==> src/rtl/risc_lsu.sv <==
// Load/store unit: one req/ack bus transaction per load or store. It stalls the core until the transaction
// completes, then returns extended load data or flags an error.
module risc_lsu #(
  parameter int unsigned TIMEOUT_CYCLES = 255
) (
  input  logic        clk,
  input  logic        rst,
  input  logic        mem_read,
  input  logic        mem_write,
  input  logic [2:0]  funct3,
  input  logic [31:0] addr,
  input  logic [31:0] wdata,
  output logic        stall,
  output logic [31:0] load_data,
  output logic        load_valid,
  output logic        lsu_err,
  output logic        bus_req,
  output logic        bus_we,
  output logic [31:0] bus_addr,
  output logic [3:0]  bus_be,
  output logic [31:0] bus_wdata,
  input  logic        bus_ack,
  input  logic [31:0] bus_rdata
);
  typedef enum logic [1:0] {IDLE, REQ, DONE} state_t;

  localparam logic [8:0] TMO_LIMIT = 9'(TIMEOUT_CYCLES);

  state_t      state, state_next;
  logic [7:0]  tcnt;
  logic [1:0]  lane;
  logic [2:0]  f3_q;
  logic        timeout_q;
  logic        req_any, illegal, misaligned, req_err, req_ok, tmo_hit;
  logic [3:0]  be_c;
  logic [31:0] wdata_c, ext_c;
  logic [7:0]  byte_sel;
  logic [15:0] half_sel;

  // Request decode and checking (only meaningful in IDLE)
  always_comb begin
    req_any    = mem_read | mem_write;
    illegal    = mem_write ? (funct3 >= 3'b011)
                           : (funct3 == 3'b011 || funct3[2:1] == 2'b11);
    misaligned = (funct3[1:0] == 2'b01 && addr[0]) ||
                 (funct3[1:0] == 2'b10 && addr[1:0] != 2'b00);
    req_err    = req_any && ((mem_read && mem_write) || illegal || misaligned);
    req_ok     = req_any && !req_err;
  end

  // Byte enables and lane-replicated store data
  always_comb begin
    be_c    = 4'b1111;
    wdata_c = wdata;
    case (funct3[1:0])
      2'b00: begin
        be_c    = 4'b0001 << addr[1:0];
        wdata_c = {4{wdata[7:0]}};
      end
      2'b01: begin
        be_c    = addr[1] ? 4'b1100 : 4'b0011;
        wdata_c = {2{wdata[15:0]}};
      end
      default: ;
    endcase
  end

  // Load lane extraction from the latched offset and size
  always_comb begin
    byte_sel = 8'(bus_rdata >> {lane, 3'b000});
    half_sel = lane[1] ? bus_rdata[31:16] : bus_rdata[15:0];
    case (f3_q)
      3'b000:  ext_c = {{24{byte_sel[7]}}, byte_sel};
      3'b100:  ext_c = {24'h0, byte_sel};
      3'b001:  ext_c = {{16{half_sel[15]}}, half_sel};
      3'b101:  ext_c = {16'h0, half_sel};
      default: ext_c = bus_rdata;
    endcase
  end

  // Widened compare so TIMEOUT_CYCLES=255 cannot overflow the counter arithmetic
  assign tmo_hit = ({1'b0, tcnt} + 9'd1) >= TMO_LIMIT;

  always_comb begin
    state_next = state;
    stall      = 1'b0;
    load_valid = 1'b0;
    lsu_err    = 1'b0;
    case (state)
      IDLE: begin
        stall   = req_ok;
        lsu_err = req_err;
        if (req_ok) state_next = REQ;
      end
      REQ: begin
        stall = 1'b1;
        if (bus_ack || tmo_hit) state_next = DONE;
      end
      DONE: begin
        load_valid = !bus_we && !timeout_q;
        lsu_err    = timeout_q;
        state_next = IDLE;
      end
      default: state_next = IDLE;
    endcase
  end

  always_ff @(posedge clk or posedge rst) begin
    if (rst) begin
      state     <= IDLE;
      bus_req   <= 1'b0;
      bus_we    <= 1'b0;
      bus_addr  <= '0;
      bus_be    <= '0;
      bus_wdata <= '0;
      load_data <= '0;
      lane      <= '0;
      f3_q      <= '0;
      tcnt      <= '0;
      timeout_q <= 1'b0;
    end else begin
      state   <= state_next;
      bus_req <= (state_next == REQ);
      case (state)
        IDLE: if (req_ok) begin
          bus_we    <= mem_write;
          bus_addr  <= {addr[31:2], 2'b00};
          bus_be    <= be_c;
          bus_wdata <= wdata_c;
          lane      <= addr[1:0];
          f3_q      <= funct3;
          tcnt      <= '0;
          timeout_q <= 1'b0;
        end
        REQ: begin
          if (bus_ack) begin
            if (!bus_we) load_data <= ext_c;
          end else if (tmo_hit) begin
            timeout_q <= 1'b1;
            load_data <= '0;
          end
          if (tcnt != 8'hFF) tcnt <= tcnt + 8'd1;
        end
        default: ;
      endcase
    end
  end
endmodule
==> config.mk <==
export PLATFORM = sky130hd
export DESIGN_NAME = risc_lsu
export DESIGN_NICKNAME = d
export VERILOG_FILES = /design/src/rtl/risc_lsu.sv
export SDC_FILE = /design/constraint.sdc
export NUM_CORES = 1
export LEC_CHECK = 0
export ABC_CLOCK_PERIOD_IN_PS = 8300
export BUFFER_PORTS_ARGS = -buffer_cell sky130_fd_sc_hd__buf_2
export CAP_MARGIN = 30
export CORE_ASPECT_RATIO = 0.75
export CORE_UTILIZATION = 45
export CTS_BUF_LIST = sky130_fd_sc_hd__clkbuf_8
export CTS_CLUSTER_SIZE = 28
export DETAILED_ROUTE_END_ITERATION = 12
export GPL_TIMING_DRIVEN = 1
export PLACE_DENSITY_LB_ADDON = 0.25
export SYNTH_ARGS = -nofsm -noshare
export SYNTH_HDL_FRONTEND = slang
export SYNTH_SLANG_ARGS = --single-unit
==> constraint.sdc <==
create_clock -name clk -period 8.3 [get_ports clk]
set_clock_uncertainty 0.2 [all_clocks]
set_input_delay 1.245 -clock clk [delete_from_list [all_inputs] [get_ports clk]]
set_output_delay 1.245 -clock clk [all_outputs]
set_load 0.02 [all_outputs]
==> flow_metrics.env <==
export IMPL_die_x_um=130
export IMPL_grt_pass1_vias=5114
export IMPL_route_detailed_drc=0
export IMPL_fin_cells=979
export IMPL_criticalPathCategory="input pin to output pin"
export IMPL_grt_total_usage_pct=25.6
export IMPL_drv_cap=0
export IMPL_routedWlPerCell_um=15.8
export IMPL_synth_edf_count=0
export IMPL_io_buffer_count=206
export IMPL_numCtsBuffers=17
export IMPL_cp_num_buf_inv=2
export IMPL_ant_nets=0
export IMPL_synth_avg_cell_area_um2=9.01
export IMPL_startpoint="funct3[0]"
export IMPL_clk_pin_slew_worst_paths_ns=0.07
export IMPL_synth_cell_type_count=49
export IMPL_grt_start_max_net_pins=71
export IMPL_num_rows=34
export IMPL_cts_resized=0
export IMPL_dr_pass1_iters=5
export IMPL_cpMaxStageDelayCell="or4_4"
export IMPL_grt_pass1_wl_mm=25.2
export IMPL_critPathTopFamily="simple AND/OR/NAND/NOR gates"
export IMPL_rr_startpoint="lane[1]"
export IMPL_cts_sinks=116
export IMPL_final_util_pct=59.8
export IMPL_nets=911
export IMPL_antenna_found_initial=0
export IMPL_die_h_um=98.2
export IMPL_cp_arrival_ns=2.64
export IMPL_drv_slew=0
export IMPL_status="completed"
export IMPL_drtIter0Drc=364
export IMPL_synth_top_flop_cell="dfrtp_1"
export IMPL_place_inst=948
export IMPL_syn_inst=617
export IMPL_synth_seq_area_share_pct=52.2
export IMPL_wirelength_mm=15.4
export IMPL_final_hold_viol_count=0
export IMPL_holdBufCountCts=0
export IMPL_gr_total_overflow=0
export IMPL_vdd_ir_drop_max_v=0.000183
export IMPL_hold_path_class="register to register"
export IMPL_drive_gt1_share_pct=30.8
export IMPL_p_per_area_nw_per_um2=344
export IMPL_areaGrowthSynthToFinish_pct=27.3
export IMPL_syn_area_um2=5560
export IMPL_critPathCaptureType="output pin"
export IMPL_post_cts_buffers=0
export IMPL_yosys_warnings=0
export IMPL_clkLatencyLatePin_ns=0.43
export IMPL_fin_tns_setup_ns=0
export IMPL_nFillCells=1100
export IMPL_fin_crit_sh_pct=49.2
export IMPL_via_per_inst=5.32
export IMPL_start_kind="input pin"
export IMPL_period_minus_slack_ns=4.08
export IMPL_clockRootBuffer="clkbuf_8"
export IMPL_vias=5212
export IMPL_htreeDepth=4
export IMPL_async_reset_ff_share_pct=100
export IMPL_synth_ff_latch_count=116
export IMPL_worstMarginPinSlew_ns=1.05
export IMPL_io_pins=209
export IMPL_core_area_um2=11800
export IMPL_floorplan_initialDensity_pct=47.0
export IMPL_gp_congestion=0.973
export IMPL_cp_max_fo=15
export IMPL_p_leak_nw=3.71
export IMPL_max_freq_mhz=245
export IMPL_diodes=0
export IMPL_cp_cell_sequence="buf_2 > or4_4 > a22oi_4 > nor2_2 > nor2_1 > buf_2"
export IMPL_setup_viol=0
export IMPL_maxSlewHeadroom_pct=30.3
export IMPL_max_stage_delay_ns=0.59
export IMPL_rsz0062_at_grt="no"
export IMPL_dpl_hpwl_mm=11.2
export IMPL_crit_required_ns=6.86
export IMPL_worstHoldStart="bus_addr[22]"
export IMPL_cpMostUsedCell="buf_2"
export IMPL_die_area_um2=12800
export IMPL_cts_tree="built"
export IMPL_clock_path_buffers=2
-- layout make-up --
type | instances | area [um^2] | share of cell area, %
clock buffer | 18 | 248 | 3.50
clock inverter | 13 | 190 | 2.69
inverter | 6 | 25.0 | 0.354
multi-input combinational | 453 | 2440 | 34.5
sequential | 116 | 2900 | 41.0
tap | 162 | 203 | 2.87
timing repair buffer | 211 | 1070 | 15.1
-- worst reg2reg max path, cell delays in order (launching register included) --
cell and delay [ns]:
dfrtp_1 0.87, mux4_2 0.62, a21oi_1 0.30, nand2_1 0.14, nand2_1 0.46, o2bb2ai_1 0.17
-- metrics by stage --
| step | hold slack, ns | total power [mW] | cell area [um^2] | worst slack [ns] |
|---|---|---|---|---|
| final | 0.275 | 2.44 | 7070 | 4.22 |
| after global routing | 0.301 | 2.59 | 7070 | 4.12 |
| after CTS | 0.277 | 2.45 | 7070 | 4.22 |
| after detailed placement | 0.261 | 1.86 | 6640 | 4.22 |
| after global placement | 0.252 | 1.83 | 6630 | 4.25 |
| after floorplan | 0.265 | 1.52 | 5560 | 3.78 |
-- path summary, 6_finish.rpt --
check                           endpoint  slack [ns]  depth (start not counted)
setup reg to reg           load_data[18]        5.40                          5
hold / removal              bus_addr[22]        0.28                          2
max in group asynchronous       state[0]        5.93                          3
hold reg to reg             bus_addr[22]        0.28                          2
setup / recovery                   stall        4.22                          6
min in group asynchronous   bus_addr[11]        0.74                          2
-- cell families (layout without fill, tap and decap cells) --
| kind of cell | after synthesis | after routing | synth area share [%] |
|---|---|---|---|
| other | 1 | 2 | 0.0675 |
| xor gates and xnor gates | 3 | 3 | 0.473 |
| AOI/OAI and AO/OA | 150 | 150 | 16.9 |
| and+or+nand+nor | 265 | 265 | 20.0 |
| muxes | 31 | 31 | 5.88 |
| DFF | 116 | 116 | 52.2 |
| adders and majority gates | 2 | 2 | 0.450 |
| buffers and inverters | 49 | 248 | 4.01 |
-- power by group --
group          total (mW)  switching (mW)  internal, mW  leakage [nW]
Combinational       0.913           0.580         0.333          2.04
Sequential          0.938           0.165         0.773          1.45
Clock               0.585           0.227         0.359         0.230
Total                2.44           0.972          1.46          3.71
-- synth_stat cells, types with 3 or more instances --
cell       number  share of area, %
o22ai_1         5              0.56
o2bb2ai_1      21               3.3
nand3_1        13               1.2
a31oi_1         7              0.79
nand2b_1        6              0.68
inv_1           6              0.41
and3_1          4              0.45
nor2b_1         5              0.56
dfrtp_1       116                52
clkbuf_1       26               1.8
a21oi_1        40               3.6
a22o_1          4              0.63
o21ai_0        53               4.8
mux2_2          3              0.61
o221ai_1        3              0.47
buf_4           3              0.41
nand4_1         5              0.56
nand3b_1        3              0.41
mux2i_1        27               4.9
buf_2          10              0.90
nand2_1       185                12
nor2_1         33               2.2
a21o_1          5              0.68
-- state kept, by name, summed over array words and instances (netlist names) --
| name | count |
|---|---|
| bus_wdata | 32 |
| load_data | 32 |
| bus_addr | 30 |
| tcnt | 8 |
| bus_be | 4 |
| f3_q | 3 |
| lane | 2 |
| state | 2 |
| bus_req | 1 |
| bus_we | 1 |
| timeout_q | 1 |
-- per-layer routing --
metal | part of all wire, % | track usage [%] | vias to the layer above | routed length (um)
met5 | 0 | 0 | - | 0
met2 | 46 | 39.7 | 206 | 7100
li1 | - | - | 2484 | -
met1 | 45 | 34.5 | 2505 | 6900
met3 | 7.9 | 8.27 | 17 | 1220
met4 | 1.4 | 6.80 | 0 | 211
-- cell usage in the layout (no fill, tap or decap), types with 3 or more instances in the layout --
cell / instances
mux2_2: 3
bufinv_16: 5
nand3_1: 13
a31oi_1: 7
a21oi_1: 40
nand3b_1: 3
nand4_1: 5
nand2_1: 185
a21o_1: 5
clkinv_2: 5
nand2b_1: 6
clkbuf_8: 18
o22ai_1: 5
mux2i_1: 27
nor2_1: 33
inv_1: 7
a22o_1: 4
and3_1: 4
o2bb2ai_1: 21
dfrtp_1: 116
o21ai_0: 53
buf_4: 5
o221ai_1: 3
nor2b_1: 5
buf_2: 206
Power figures use the tool's default switching activity.
